$ cat config.mk
export PLATFORM = sky130hd
export DESIGN_NAME = imm_gen
export DESIGN_NICKNAME = d
export VERILOG_FILES = /design/src/rtl/imm_gen_pkg.sv /design/src/rtl/imm_gen.sv
export SDC_FILE = /design/constraint.sdc
export NUM_CORES = 1
export LEC_CHECK = 0
export ABC_AREA = 1
export BUFFER_PORTS_ARGS = -buffer_cell sky130_fd_sc_hd__buf_2
export CELL_PAD_IN_SITES_DETAIL_PLACEMENT = 0
export CELL_PAD_IN_SITES_GLOBAL_PLACEMENT = 2
export CORE_MARGIN = 2
export CORE_UTILIZATION = 25
export DETAILED_ROUTE_END_ITERATION = 6
export MAX_ROUTING_LAYER = met4
export PLACE_DENSITY = 0.92
export SLEW_MARGIN = 15
export SYNTH_ARGS = -nofsm -noshare
export SYNTH_HDL_FRONTEND = slang
export SYNTH_SLANG_ARGS = --single-unit
$ cat constraint.sdc
create_clock -name clk -period 1.9 [get_ports clk]
set_clock_uncertainty 0.05 [all_clocks]
set_input_delay 0.095 -clock clk [delete_from_list [all_inputs] [get_ports clk]]
set_output_delay 0.095 -clock clk [all_outputs]
set_load 0.05 [all_outputs]
$ cat src/rtl/imm_gen_pkg.sv
// rtl/imm_gen_pkg.sv - shared CPU constants: immediate format codes and helpers
package imm_gen_pkg;

    localparam int XLEN = 32;

    // Format codes shared by the instruction decoder and imm_gen
    localparam logic [2:0] FMT_I = 3'd1;
    localparam logic [2:0] FMT_S = 3'd2;
    localparam logic [2:0] FMT_B = 3'd3;
    localparam logic [2:0] FMT_U = 3'd4;
    localparam logic [2:0] FMT_J = 3'd5;

    typedef enum logic [2:0] {
        IMM_NONE = 3'd0,
        IMM_I    = 3'd1,
        IMM_S    = 3'd2,
        IMM_B    = 3'd3,
        IMM_U    = 3'd4,
        IMM_J    = 3'd5
    } imm_fmt_e;

    function automatic logic sel_is_legal(input logic [2:0] sel);
        return (sel >= FMT_I) && (sel <= FMT_J);
    endfunction

endpackage

$ cat src/rtl/imm_gen.sv
// rtl/imm_gen.sv - immediate generator: combinational select plus one output register
module imm_gen
    import imm_gen_pkg::*;
(
    input  logic             clk,
    input  logic             rst,
    input  logic [24:0]      inst_in,
    input  logic [2:0]       imm_sel,
    output logic [XLEN-1:0]  imm_out,
    output logic [XLEN-1:0]  imm_out_q,
    output logic             sel_illegal
);

    // Re-index so field slices read exactly as instruction bit numbers
    logic [31:7] ins;
    assign ins = inst_in;

    always_comb begin
        imm_out = '0;
        case (imm_sel)
            FMT_I:   imm_out = {{20{ins[31]}}, ins[31:20]};
            FMT_S:   imm_out = {{20{ins[31]}}, ins[31:25], ins[11:7]};
            FMT_B:   imm_out = {{19{ins[31]}}, ins[31], ins[7], ins[30:25], ins[11:8], 1'b0};
            FMT_U:   imm_out = {ins[31:12], 12'b0};
            FMT_J:   imm_out = {{11{ins[31]}}, ins[31], ins[19:12], ins[20], ins[30:21], 1'b0};
            default: imm_out = '0;
        endcase
    end

    assign sel_illegal = !sel_is_legal(imm_sel);

    always_ff @(posedge clk or posedge rst) begin
        if (rst) begin
            imm_out_q <= '0;
        end else begin
            imm_out_q <= imm_out;
        end
    end

endmodule

### After elaboration in Yosys (flattened, before gate mapping)

Cells that the tools add are included.

| word-level totals | value |
|---|---|
| register bits | 32 |
| latch bits | 0 |
| RAM bits | 0 |
| memory bits (read-only) | 0 |
| input port bits | 30 |
| output and inout port bits | 65 |
| logic and storage cells | 11 |
| memories | 0 |

| cells by class | value |
|---|---|
| add/subtract/negate cells | 0 |
| $mul | 0 |
| divide/modulo/power cells | 0 |
| order comparisons | 2 |
| equality and inequality tests | 5 |
| shifts and indexed selects | 0 |
| mux-type cells | 1 |
| bitwise gates (word level) | 0 |
| reductions and logical operators | 2 |

Operator list:

| cell | number |
|---|---|
| $pmux 32 s5 | 1 |
| $eq 3x2->1 const B | 2 |
| $eq 3x3->1 const B | 2 |
| $eq 3x1->1 const B | 1 |
| $ge 3x1->1 const B | 1 |
| $le 3x3->1 const B | 1 |
| $logic_and 1x1->1 | 1 |
| $logic_not 1->1 | 1 |

### Longest topological paths before layout

| logic depth | value |
|---|---|
| word-level depth | 3 |
| mapped depth | 8 |
| depth with buffers taken out | 6 |

### Least setup slack after synthesis

OpenSTA, ideal clock, no wires.

| timing | value |
|---|---|
| path type | input to register |
| start | input port imm_sel[1] |
| end | register imm_out_q[10] |
| setup time | 203 ps |
| data arrival time | 1600 ps |
| data required time | 1647 ps |
| path slack | 47 ps |
| stages on the path | 8 |
| path buffers | 2 |
| cells stage by stage | buf_6 -> inv_6 -> ha_1 -> inv_1 -> nand2_4 -> inv_4 -> buf_6 -> nor2_1 |

| between the ends | value |
|---|---|
| longest elaborated chain between the ends | 2 |
| elaborated cells on any way between the ends | 6 |
| classes of those cells | eq/ne: 5; mux: 1 |

RTL lines:

| item | line | RTL |
|---|---|---|
| start, declared | imm_gen.sv:8 | `input logic [2:0] imm_sel,` |
| $eq 3x3->1, or another cell as far along | imm_gen.sv:20 | `case (imm_sel)` |
| $pmux 32 s5 * | imm_gen.sv:20 |  |
| named net imm_out[10] | imm_gen.sv:9 | `output logic [XLEN-1:0] imm_out,` |
| end signal, assigned | imm_gen.sv:36 | `imm_out_q <= imm_out;` |
| end, declared | imm_gen.sv:10 | `output logic [XLEN-1:0] imm_out_q,` |

The timed path passes the listed nets; every way through them passes the cells marked *.

### Final worst setup path

| timing | value |
|---|---|
| start | input port imm_sel[2] |
| end | output port imm_out[5] |

| between the ends | value |
|---|---|
| longest elaborated chain between the ends | 2 |
| elaborated cells on any way between the ends | 6 |
| classes of those cells | eq/ne: 5; mux: 1 |

RTL lines:

| item | line |
|---|---|
| $eq 3x3->1, or another cell as far along | imm_gen.sv:20 |
| $pmux 32 s5 * | imm_gen.sv:20 |
| end, declared | imm_gen.sv:9 |

Every way passes the cells marked *; elsewhere a longest branch is shown, timed or not.

==> metrics.md <==
| Metric | Value |
|---|---|
| Initial antenna violation count | `0` |
| FFs w/ async S/R, synth | `1.00` |
| Switching power | `about 0.78 mW` |
| Top cells by area, synth | `dfrtp_1 51%, nand2_1 9.1%, nand3_1 6.7%` |
| Die W | `83.3 microns` |
| RSZ-0062 raised after global routing | `no` |
| Switching Share | `0.412` |
| #FFs+latches synth | `32` |
| Cell Rows | `28` |
| P&R area growth vs syn | `37.2%` |
| Max VDD drop | `between 200 and 300 uV` |
| Die area | `just under 0.007 sq mm` |
| Top cell type's share of synthesized area | `0.509` |
| Period utilisation layout | `0.893` |
| WHS | `~0.020 ns` |
| GRT Util Overall | `0.128` |
| Crit Path Max Fanout | `28` |
| Wire per inst | `12.2 microns` |
| Fmax | `approximately 0.59 GHz` |
| Fill count | `657` |
| Pwr/cell area | `around 880 mW/mm^2` |
| Via count | `about 1400` |
| Synth cell types | `23` |
| Internal Power | `between 1 and 1.5 mW` |
| Routed Antenna Nets | `0` |
| Hold Violations, Final | `0` |
| Worst-path clk slew | `0.06 ns` |
| Post-route setup TNS | `0 ns` |
| Wirelength, routed | `between 4 and 5 mm` |
| Clock tree root driver cell | `clkbuf_8` |
| Clock tree buffer depth | `2` |
| Core Box Area | `0.00599 sq mm` |
| Ant diodes | `0` |
| Worst Tran Pin Value | `approximately 0.58 ns` |
| Clk pwr share | `0.233` |
| Via/cell ratio | `4.18` |
| # clock sinks | `32` |
| Status | `complete, no violations` |
| Max-Cap Viols | `0` |
| Top Registers | `imm_out_q (32)` |
| CTS buffer count | `5` |
| CP Class | `primary input to output pin` |
| Arr. time, crit path | `1.55 ns` |
| Min-delay worst type | `primary input to register` |
| Synth cell count leaders | `38 x nand2_1, 32 x dfrtp_1, 21 x nand3_1` |
| Most common cell in the netlist | `nand2_1` |
| Number of DRC markers in iteration 0 | `37` |
| Starting Density | `0.263` |
| Final WS setup | `0.204 ns` |
| Type of origin of the critical path | `primary input` |
| CTS tree | `done` |
| Critical Path End Type | `output pin` |
| Main synth FF type | `dfrtp_1` |
| Lkg Pwr | `1.30 nW` |
| Biggest register | `imm_out_q` |
| Htree depth | `2` |
| CP Data Required Time | `roughly 1.8 ns` |
| First-pass GRT wire length | `6.89 mm` |
| Overall power | `1.89 mW` |
| Fin crit period | `approximately 1.7 ns` |
| Final GP Congestion | `0.735` |
| Cts repair resizes | `0` |
| Share of cells above drive strength 1 | `0.511` |
| Number of synthesized flops with an enable pin | `0` |
| Pre-CTS setup slack | `about 0.17 ns` |
| Number of flip-flops in the largest register | `32` |
| Layout net count | `296` |
| Final setup vio count | `0` |
| Gr ovfl total | `0` |
| Comb power frac | `0.375` |
| Synth Warn # | `0` |
| Post-synth top area cell | `dfrtp_1` |
| Mapped Avg Cell Area | `approximately 9.4 sq um` |
| Chip Height | `83.3 microns` |
| Reg power frac | `0.392` |
| DRC | `0` |
| Sequential element share of the synthesized area | `0.509` |
| Syn Nets | `200` |
| TritonRoute pass-1 iters | `4` |
| DP HPWL | `~3.3 mm` |
| Slew Limit Fails | `0` |
| Port Buf Inserts | `94` |
| Hold Path Cell Cnt | `3` |
| Io pins | `between 90 and 100` |
| Worst slew margin | `0.610` |
| Final Util | `0.360` |
| Vias in the first global route | `1389` |
| Mapped Cells | `around 170` |
| Mapped Area | `0.00157 sq mm` |
| Pin count of the biggest net entering global routing | `33` |
[critical path, stage by stage]
cell and delay, ns:
buf_2 0.13, inv_2 0.22, ha_1 0.28, inv_1 0.09
nand2_4 0.08, inv_4 0.28, nor2_1 0.12, buf_2 0.23
[power groups by stage]
stage	Combinational (mW)	Clock (mW)	Sequential (mW)
global route	0.756	0.484	0.745
global placement	0.713	0	0.751
detailed placement	0.716	0	0.753
CTS	0.719	0.469	0.740
finish	0.709	0.441	0.740
floorplan	0.376	0	0.936
[path summary, 6_finish.rpt]
| path | slack (ns) | start | endpoint |
|---|---|---|---|
| max | 0.20 | imm_sel[2] | imm_out[5] |
| min in group asynchronous | 0.39 | rst | imm_out_q[6]$_DFF_PP0_ |
| max in group asynchronous | 1.13 | rst | imm_out_q[27]$_DFF_PP0_ |
| min | 0.02 | inst_in[19] | imm_out_q[6]$_DFF_PP0_ |
[cells by family (layout without fill, tap and decap cells)]
kind of cell	after synthesis	after routing	synth area share
AND/OR/NAND/NOR	98	98	0.313
flip-flops	32	32	0.509
buffers and inverters	22	116	0.0915
AO/OA/AOI/OAI	14	14	0.0700
adder cells (fa/ha/maj)	2	2	0.0159
[layout by cell type, fill, tap and decap left out]
cell type / count
nand3_1: 21
nor2_8: 2
nand2_1: 38
a21o_1: 1
buf_4: 3
nand2_4: 1
o21ai_1: 2
nand4_1: 2
clkbuf_8: 5
a21oi_1: 1
nand3_2: 2
nand3_4: 1
ha_1: 2
dfrtp_1: 32
nor2_1: 20
buf_2: 94
dlygate4sd3_1: 2
inv_2: 3
nor2_2: 11
a21oi_2: 9
inv_4: 1
inv_6: 1
inv_1: 7
o21ai_2: 1
[stage by stage]
step                      area, sq um  cells
final                            2160    337
after global routing             2160    337
after CTS                        2160    337
after detailed placement         2070    330
after global placement           2070    330
after floorplan                  1570    168
[cell type report]
cell class	count	area, sq um	area share
repair buffers	99	513	0.238
inverters	12	52.6	0.0244
well taps	75	93.8	0.0435
clock buffers	5	68.8	0.0319
flip-flops and latches	32	801	0.371
multi-input cells	114	628	0.291
[layer usage]
layer / track usage / routed length [microns]
met1: 0.172 / 1880
met2: 0.185 / 1890
met3: 0.0338 / 292
met4: 0.0492 / 67
met5: - / 0
[timing repair]
| action | in CTS | in global routing |
|---|---|---|
| buffers inserted | 0 | 0 |
| hold buffers | 2 | 0 |
| endpoints found under the hold margin | 33 | 0 |
No activity file was read; power rests on OpenSTA's default activity.
